## src/rtl/lsu_pkg.sv

```systemverilog
// Shared types and helpers for the MEM-stage load/store unit.
// The optional trap build is selected with LSU_MISALIGN_TRAP_EN.
package lsu_pkg;

    typedef enum logic [1:0] {
        IDLE = 2'd0,
        REQ  = 2'd1,
        WAIT = 2'd2,
        DONE = 2'd3
    } lsu_state_t;

    localparam logic [2:0] F3_B  = 3'b000;
    localparam logic [2:0] F3_H  = 3'b001;
    localparam logic [2:0] F3_W  = 3'b010;
    localparam logic [2:0] F3_BU = 3'b100;
    localparam logic [2:0] F3_HU = 3'b101;

    typedef enum logic [1:0] {
        SZ_B = 2'd0,
        SZ_H = 2'd1,
        SZ_W = 2'd2
    } lsu_size_t;

    // Access size; any unlisted funct3 code behaves as a word access.
    function automatic lsu_size_t f3_size(input logic [2:0] f3);
        case (f3)
            F3_B, F3_BU: return SZ_B;
            F3_H, F3_HU: return SZ_H;
            default:     return SZ_W;
        endcase
    endfunction

    // Byte lane actually used: offending low bits are dropped for half/word.
    function automatic logic [1:0] eff_offset(input logic [2:0] f3, input logic [1:0] a);
        case (f3_size(f3))
            SZ_B:    return a;
            SZ_H:    return {a[1], 1'b0};
            default: return 2'b00;
        endcase
    endfunction

    function automatic logic misaligned_acc(input logic [2:0] f3, input logic [1:0] a);
        case (f3_size(f3))
            SZ_B:    return 1'b0;
            SZ_H:    return a[0];
            default: return a != 2'b00;
        endcase
    endfunction

endpackage

```

## src/rtl/lsu_load_align.sv

```systemverilog
// Combinational load path: picks the addressed lane(s) out of the raw
// bus word and sign- or zero-extends them to the full datapath width.
module lsu_load_align
    import lsu_pkg::*;
(
    input  logic [31:0] rdata,
    input  logic [1:0]  offset,
    input  logic [2:0]  funct3,
    output logic [31:0] result
);

    logic [31:0] shifted;

    assign shifted = rdata >> {offset, 3'b000};

    // Extend the selected lane(s) according to the access size/sign.
    always_comb begin
        case (funct3)
            F3_B:    result = {{24{shifted[7]}}, shifted[7:0]};
            F3_BU:   result = {24'b0, shifted[7:0]};
            F3_H:    result = {{16{shifted[15]}}, shifted[15:0]};
            F3_HU:   result = {16'b0, shifted[15:0]};
            default: result = shifted;
        endcase
    end

endmodule

```

## src/rtl/mem_stage_lsu.sv

```systemverilog
// MEM-stage load/store unit: runs one req/gnt/rvalid bus transaction per
// memory instruction and stalls the front of the pipeline meanwhile.
// Define LSU_MISALIGN_TRAP_EN to trap misaligned half/word accesses
// (no bus traffic, misaligned pulse) instead of ignoring the low bits.
module mem_stage_lsu
    import lsu_pkg::*;
#(
    parameter int data_bits = 32,
    parameter int addr_bits = 32
) (
    input  logic                 clk,
    input  logic                 rst,
    input  logic                 ex_valid,
    input  logic                 mem_read,
    input  logic                 mem_write,
    input  logic [2:0]           funct3,
    input  logic [addr_bits-1:0] addr,
    input  logic [data_bits-1:0] store_data,
    output logic                 stall,
    output logic                 result_valid,
    output logic [data_bits-1:0] load_data,
    output logic                 bus_req,
    output logic                 bus_we,
    output logic [addr_bits-1:0] bus_addr,
    output logic [data_bits-1:0] bus_wdata,
    output logic [3:0]           bus_wstrb,
    input  logic                 bus_gnt,
    input  logic                 bus_rvalid,
    input  logic [data_bits-1:0] bus_rdata
`ifdef LSU_MISALIGN_TRAP_EN
    ,
    output logic                 misaligned
`endif
);

    lsu_state_t           state, state_nx;
    logic [addr_bits-1:0] addr_q;
    logic [2:0]           f3_q;
    logic [data_bits-1:0] sdata_q;
    logic                 we_q;
    logic [1:0]           off_q;
    logic                 accept;
    logic                 mis_now;
    logic [3:0]           strb;
    logic [data_bits-1:0] aligned;

    assign accept = (state == IDLE) && ex_valid && (mem_read || mem_write);
    assign off_q  = eff_offset(f3_q, addr_q[1:0]);

`ifdef LSU_MISALIGN_TRAP_EN
    logic mis_q;
    assign mis_now    = misaligned_acc(funct3, addr[1:0]);
    assign misaligned = (state == DONE) && mis_q;
`else
    assign mis_now = 1'b0;
`endif

    lsu_load_align u_align (
        .rdata  (bus_rdata),
        .offset (off_q),
        .funct3 (f3_q),
        .result (aligned)
    );

    // Next-state logic; a trapped access skips the bus entirely.
    always_comb begin
        state_nx = state;
        case (state)
            IDLE: if (accept) state_nx = mis_now ? DONE : REQ;
            REQ:  if (bus_gnt) state_nx = we_q ? DONE : WAIT;
            WAIT: if (bus_rvalid) state_nx = DONE;
            DONE: state_nx = IDLE;
            default: state_nx = IDLE;
        endcase
    end

    // State, request latch and load result register.
    always_ff @(posedge clk) begin
        if (rst) begin
            state     <= IDLE;
            addr_q    <= '0;
            f3_q      <= '0;
            sdata_q   <= '0;
            we_q      <= 1'b0;
            load_data <= '0;
`ifdef LSU_MISALIGN_TRAP_EN
            mis_q     <= 1'b0;
`endif
        end else begin
            state <= state_nx;
            if (accept) begin
                addr_q  <= addr;
                f3_q    <= funct3;
                sdata_q <= store_data;
                we_q    <= mem_write && !mem_read;   // read+write counts as a load
`ifdef LSU_MISALIGN_TRAP_EN
                mis_q   <= mis_now;
                if (mis_now) load_data <= '0;
`endif
            end
            if (state == WAIT && bus_rvalid) load_data <= aligned;
        end
    end

    // Byte-lane enables for stores.
    always_comb begin
        case (f3_size(f3_q))
            SZ_B:    strb = 4'b0001 << off_q;
            SZ_H:    strb = 4'b0011 << off_q;
            default: strb = 4'b1111;
        endcase
    end

    assign stall        = accept || (state == REQ) || (state == WAIT);
    assign result_valid = (state == DONE);
    assign bus_req      = (state == REQ);
    assign bus_we       = bus_req && we_q;
    assign bus_addr     = bus_req ? {addr_q[addr_bits-1:2], 2'b00} : '0;
    assign bus_wdata    = bus_we ? (sdata_q << {off_q, 3'b000}) : '0;
    assign bus_wstrb    = bus_we ? strb : 4'b0000;

endmodule

```

## config.mk

```make
export PLATFORM = sky130hd
export DESIGN_NAME = mem_stage_lsu
export DESIGN_NICKNAME = d
export VERILOG_FILES = /design/src/rtl/lsu_pkg.sv /design/src/rtl/lsu_load_align.sv /design/src/rtl/mem_stage_lsu.sv
export SDC_FILE = /design/constraint.sdc
export NUM_CORES = 1
export LEC_CHECK = 0
export ABC_AREA = 1
export BUFFER_PORTS_ARGS = -buffer_cell sky130_fd_sc_hd__buf_4
export CORE_MARGIN = 1.5
export CORE_UTILIZATION = 45
export DETAILED_ROUTE_END_ITERATION = 6
export PLACE_DENSITY = 0.77
export SYNTH_ARGS = -nofsm -noshare
export SYNTH_HDL_FRONTEND = slang
export SYNTH_HIERARCHICAL = 1
export SYNTH_SLANG_ARGS = --single-unit
```

## constraint.sdc

```tcl
create_clock -name clk -period 1.9 [get_ports clk]
set_clock_uncertainty 0.05 [all_clocks]
set_input_delay 0.38 -clock clk [delete_from_list [all_inputs] [get_ports clk]]
set_output_delay 0.38 -clock clk [all_outputs]
set_load 0.02 [all_outputs]
```

; After elaboration in Yosys (flattened, before gate mapping)
; Cells that the tools add are included.
[classes]
eq_ne = 10
shift = 4
mux = 12
reduce_logical = 15
[op_table]
columns = op, n
row1 = 32-bit case mux with 4 select lines, 1
row2 = 32-bit 2-to-1 mux, 2
row3 = 32-bit by 5-bit << shifter with 32-bit output, 1
row4 = 32-bit by 5-bit >> shifter with 32-bit output, 1
row5 = 2-bit case mux with 2 select lines, 2
row6 = 2-bit case mux with 4 select lines, 1
row7 = 4-bit case mux with 2 select lines, 1
row8 = 3-bit == test (second input constant), 2
row9 = 2-bit 2-to-1 mux, 3
row10 = 1-bit logical AND, 5
row11 = 2-bit by 1-bit == test with 1-bit output (second input constant), 2
row12 = 2-bit == test (second input constant), 2
row13 = 2-bit logical NOT, 2
row14 = 4-bit 2-to-1 mux, 1
row15 = 2-bit inequality test (second input constant), 2
row16 = 2-bit OR reduction, 2
row17 = 1-bit by 2-bit << shifter with 4-bit output (first input constant), 1
row18 = 2-bit by 2-bit << shifter with 4-bit output (first input constant), 1
row19 = 3-bit by 1-bit == test with 1-bit output (second input constant), 1
row20 = 3-bit logical NOT, 1
row21 = 1-bit logical OR, 3
row22 = 3-bit AND reduction, 1
row23 = 2-bit by 1-bit inequality test with 1-bit output (second input constant), 1
row24 = 1-bit logical NOT, 1
row25 = 1-bit 2-to-1 mux, 1
[word_totals]
reg_bits = 102
out_inout_bits = 104

; Depth between registers and ports, before layout
[depth]
depth_word = 8
ltp_mapped = 13

; By module
; The synthesis kept the hierarchy.
[modules_own_cells]
columns = module, n_inst, cells_per_inst, area_per_inst_um2, seq_area_each_um2
row1 = mem_stage_lsu, 1, 684, 4623.2, 2042.0
row2 = lsu_load_align, 1, 165, 810.8, 0.0

; Least setup slack after synthesis
; Ideal clock, no wire load.
[synth_timing]
path_kind = reg-to-output
startpoint = register state[1]
endpoint = output bus_wstrb[3]
t_arrival_ps = 1790
required_ps = 1470
path_slack_ps = -320
stages_incl_launch_ff = 9
cell_sequence = dfxtp_1 inv_1 ha_1 buf_2 nand2_2 inv_1 buf_2 o21ai_0 a21oi_1
[synth_between]
elab_chain_cells = 3
[synth_lines]
columns = item, line
row1 = start: declaration, mem_stage_lsu.sv:36  ; lsu_state_t state, state_nx;
row2 = start signal: assignment, mem_stage_lsu.sv:90  ; state <= state_nx;
row3 = 2-bit by 1-bit == test with 1-bit output, mem_stage_lsu.sv:116  ; assign bus_req = (state == REQ);
row4 = named net bus_req, mem_stage_lsu.sv:22  ; output logic bus_req,
row5 = 1-bit logical AND, mem_stage_lsu.sv:117  ; assign bus_we = bus_req && we_q;
row6 = named net bus_we, mem_stage_lsu.sv:23  ; output logic bus_we,
row7 = 4-bit 2-to-1 mux, mem_stage_lsu.sv:120  ; assign bus_wstrb = bus_we ? strb : 4'b0000;
row8 = end: declaration, mem_stage_lsu.sv:26  ; output logic [3:0] bus_wstrb,
; The timed path passes the listed nets, and every way through them passes these cells.

; Worst setup path in the final report
[layout_timing]
startpoint = register addr_q[1]
endpoint = output bus_wdata[16]
[layout_between]
elab_chain_cells = 3
[layout_lines]
columns = item, line
row1 = start: declaration, mem_stage_lsu.sv:37  ; logic [addr_bits-1:0] addr_q;
row2 = start signal: assignment, mem_stage_lsu.sv:92  ; addr_q <= addr;
row3 = 2-bit case mux with 2 select lines, lsu_pkg.sv:35  ; case (f3_size(f3))
row4 = 32-bit by 5-bit << shifter with 32-bit output, mem_stage_lsu.sv:119  ; assign bus_wdata = bus_we ? (sdata_q << {off_q, 3'b000}) : '0;
row5 = 32-bit 2-to-1 mux, mem_stage_lsu.sv:119
row6 = end: declaration, mem_stage_lsu.sv:25  ; output logic [data_bits-1:0] bus_wdata,
; Every way passes these cells.

==> flow_metrics.tcl <==
set metrics [dict create \
    yosysMostFrequentCell "nor2_1" \
    cap_violations 0 \
    min_period_ns 2.121 \
    startpoint_type "flip-flop" \
    powerDensity_nw_per_um2 1148 \
    rr_endpoint "load_data[9]$_SDFFE_PP0P_" \
    initial_core_util 0.4679 \
    sw_frac_of_total 0.4053 \
    rsz0062_at_grt "true" \
    pre_cts_ws_ns -0.05070 \
    met2_usage 0.4309 \
    port_buffers 207 \
    reg2reg_from "addr_q[1]$_SDFFE_PP0P_" \
    cts_max_level 3 \
    ant_nets 0 \
    clockPowerShare 0.209 \
    final_max_slew_viol_count 0 \
    path_clk_slew_ns 0.07 \
    wl_per_cell_um 14.32 \
    post-route-period-util 1.116 \
    hold_path_end "we_q$_SDFFE_PP0P_" \
    synthCells 849 \
    synthTopCellsByArea "dfxtp_1 (38%), nor2_1 (15%), o21ai_0 (12%)" \
    synth_common_cells "nor2_1 (212), nand2_1 (167), o21ai_0 (127)" \
    end_kind "primary output" \
    status "complete, but fails checks" \
    synth_top_cell_by_area "dfxtp_1" \
    cts_buffers 9 \
    netlist.area_leader.share 0.3758 \
    worstPathMaxFanout 5 \
    clk_root_buffer_cell "clkbuf_16" \
    p_comb_frac 0.470 \
    vias 6154 \
    rrSetupSlack_ns 0.07 \
    use_met3 0.05678 \
    fin_ws_ns -0.2211 \
    yosysWarnings 6 \
    ff2ff_path_depth 9 \
    syn_area_um2 5434 \
    finalSetupViolCount 36 \
    drtIter0Drc 579 \
    p_leak_nw 4.071 \
    insertion_delay_ns 0.34 \
    required_ns 1.47 \
    core_area_um2 11610 \
    cts.sinks 102 \
    worstHoldStart "rst" \
    drtPass1Iterations 6 \
    crit_type "reg2out" \
    grt_max_degree 78 \
    track_usage 0.2582 \
    antenna_found_initial 0 \
    drcViolationCount 0 \
    wirelength_um 17240 \
    nets 1167 \
    cts.path.max_buffers 2 \
    p_int_mw 5.461 \
    seq_area_frac_synth 0.3758 \
    violations "setup timing" \
    cp_data_arrival_time_ns 1.69 \
    io_pins 210 \
    fp.dieH_um 112.9 \
    finalSetupTns_ns -4.421 \
    hp-class "in2reg" \
    placedCellCount 1176 \
    grt-ovfl-total 0 \
    whs_path_depth 2 \
    hpwl_um 11980 \
    die_x_um 112.9 \
    cts_tree "built" \
    grt_pass1_wl_um 26370 \
    peakVddDrop_mv 0.5040 \
    p_total_mw 9.183 \
    synthFlopType "dfxtp_1" \
    routed_via_density 5.111 \
    p_switching_mw 3.721 \
    grt_pass1_vias 5312 \
    stdcell_count 1204 \
    place_congestion 0.8974 \
    area_growth_pct 47.20 \
    drive_gt1_frac 0.3289 \
    seqPwrFrac 0.321 \
    hold_viol_final 0 \
    num_antenna_cells 0 \
    ys_types 25 \
    die_area_um2 12740 \
    avgSynthCellArea_um2 6.400 \
    timing.fmax_mhz 471.4 \
    rows 39 \
    ys_ff_latch 102 \
    postSynth.asyncResetShare 0 \
    synth-edff-count 0 \
    use_met1 0.3333 \
    busiest_layer "met2" \
]
-- worst max-delay path: stages, from the launching register on --
cell and delay (ns):
dfxtp_2 0.34, inv_2 0.05, nor2_4 0.28, clkinvlp_4 0.16, buf_4 0.17, o211ai_2 0.08
nand2_1 0.07, inv_1 0.06, buf_4 0.13
-- cells in the final DEF, fill, tap and decap left out, types with 2 or more instances in the layout --
master and n:
nand2_4 2, a21oi_1 32, o21ai_1 14, nand2_1 163
o21ai_2 6, o21ai_4 2, buf_12 8, buf_8 3
clkbuf_8 2, nor2_4 11, inv_4 2, inv_8 2
o21ai_0 110, inv_2 7, clkbuf_16 9, conb_1 2
nor2_1 195, nand2_2 6, dfxtp_1 97, dfxtp_4 2
nand3_4 5, nor2_2 8, buf_6 13, inv_6 3
inv_1 64, nand3_1 29, nand3_2 11, dfxtp_2 3
ha_1 3, o211ai_2 8, buf_4 225
-- through the flow --
stage,hold WS (ns),cell area [um2],utilization
2_1_floorplan,0.3972,5559,-
3_3_place_gp,0.4113,7293,0.6280
3_5_place_dp,0.4199,7293,0.6280
4_1_cts,0.1373,7765,0.6686
5_1_grt,0.1347,7999,0.6888
6_report,0.1478,7999,0.6888
-- cells by family after synthesis --
logic type | share of synthesized area
compound gates | 0.1727
fa+ha+maj | 0.01151
other cells | 0.0006901
buf+inv | 0.1154
simple gates | 0.3240
flops | 0.3758
-- sequential cells by signal (all words and copies together), names as in the netlist --
name       count
state          2
sdata_q       32
addr_q        32
load_data     32
we_q           1
f3_q           3
-- power by group through the flow --
stage	logic (mW)	registers, mW	clock network [mW]
2_1_floorplan	2.57	3.05	0
3_3_place_gp	3.91	2.94	0
3_5_place_dp	3.95	2.95	0
4_1_cts	4.13	2.93	1.95
5_1_grt	4.73	3.00	2.05
6_report	4.32	2.94	1.92
-- worst max path at each step --
stage | slack (ns) | cells after the start | startpoint | end
after global placement | -0.005 | 9 | state[1]$_SDFFE_PP0P_ | bus_wdata[23]
after detailed placement | -0.05 | 9 | state[1]$_SDFFE_PP0P_ | bus_wdata[16]
after floorplan | 0.01 | 10 | state[1]$_SDFFE_PP0P_ | bus_wdata[23]
after CTS | -0.21 | 9 | f3_q[1]$_SDFFE_PP0P_ | bus_wdata[9]
after global routing | -0.30 | 8 | addr_q[1]$_SDFFE_PP0P_ | bus_wdata[17]
final | -0.22 | 8 | addr_q[1]$_SDFFE_PP0P_ | bus_wdata[16]
-- final cells by class --
cell class / count / area [um2]
Clock buffer: 12 / 256.5
Clock inverter: 4 / 52.55
Fill cell: 1013 / 3615
Inverter: 76 / 314.1
Multi-Input combinational cell: 615 / 3050
Sequential cell: 102 / 2053
Tap cell: 143 / 178.9
Timing Repair Buffer: 250 / 2073
Timing Repair inverter: 2 / 20.02
-- routing by layer --
| metal | vias up | share of wire |
|---|---|---|
| li1 | 3079 | - |
| met1 | 2788 | 0.42 |
| met2 | 260 | 0.49 |
| met3 | 27 | 0.068 |
| met4 | 0 | 0.019 |
| met5 | - | 0 |
-- repair_timing --
action | in CTS | in global routing
resized for setup | 33 | 54
setup endpoints to repair | 69 | 92
hold buffers | 0 | 0
pin swaps | 3 | 3
setup buffers | 4 | 5
cloned | 2 | 3
Note: power is estimated with default switching activity, not from simulation.
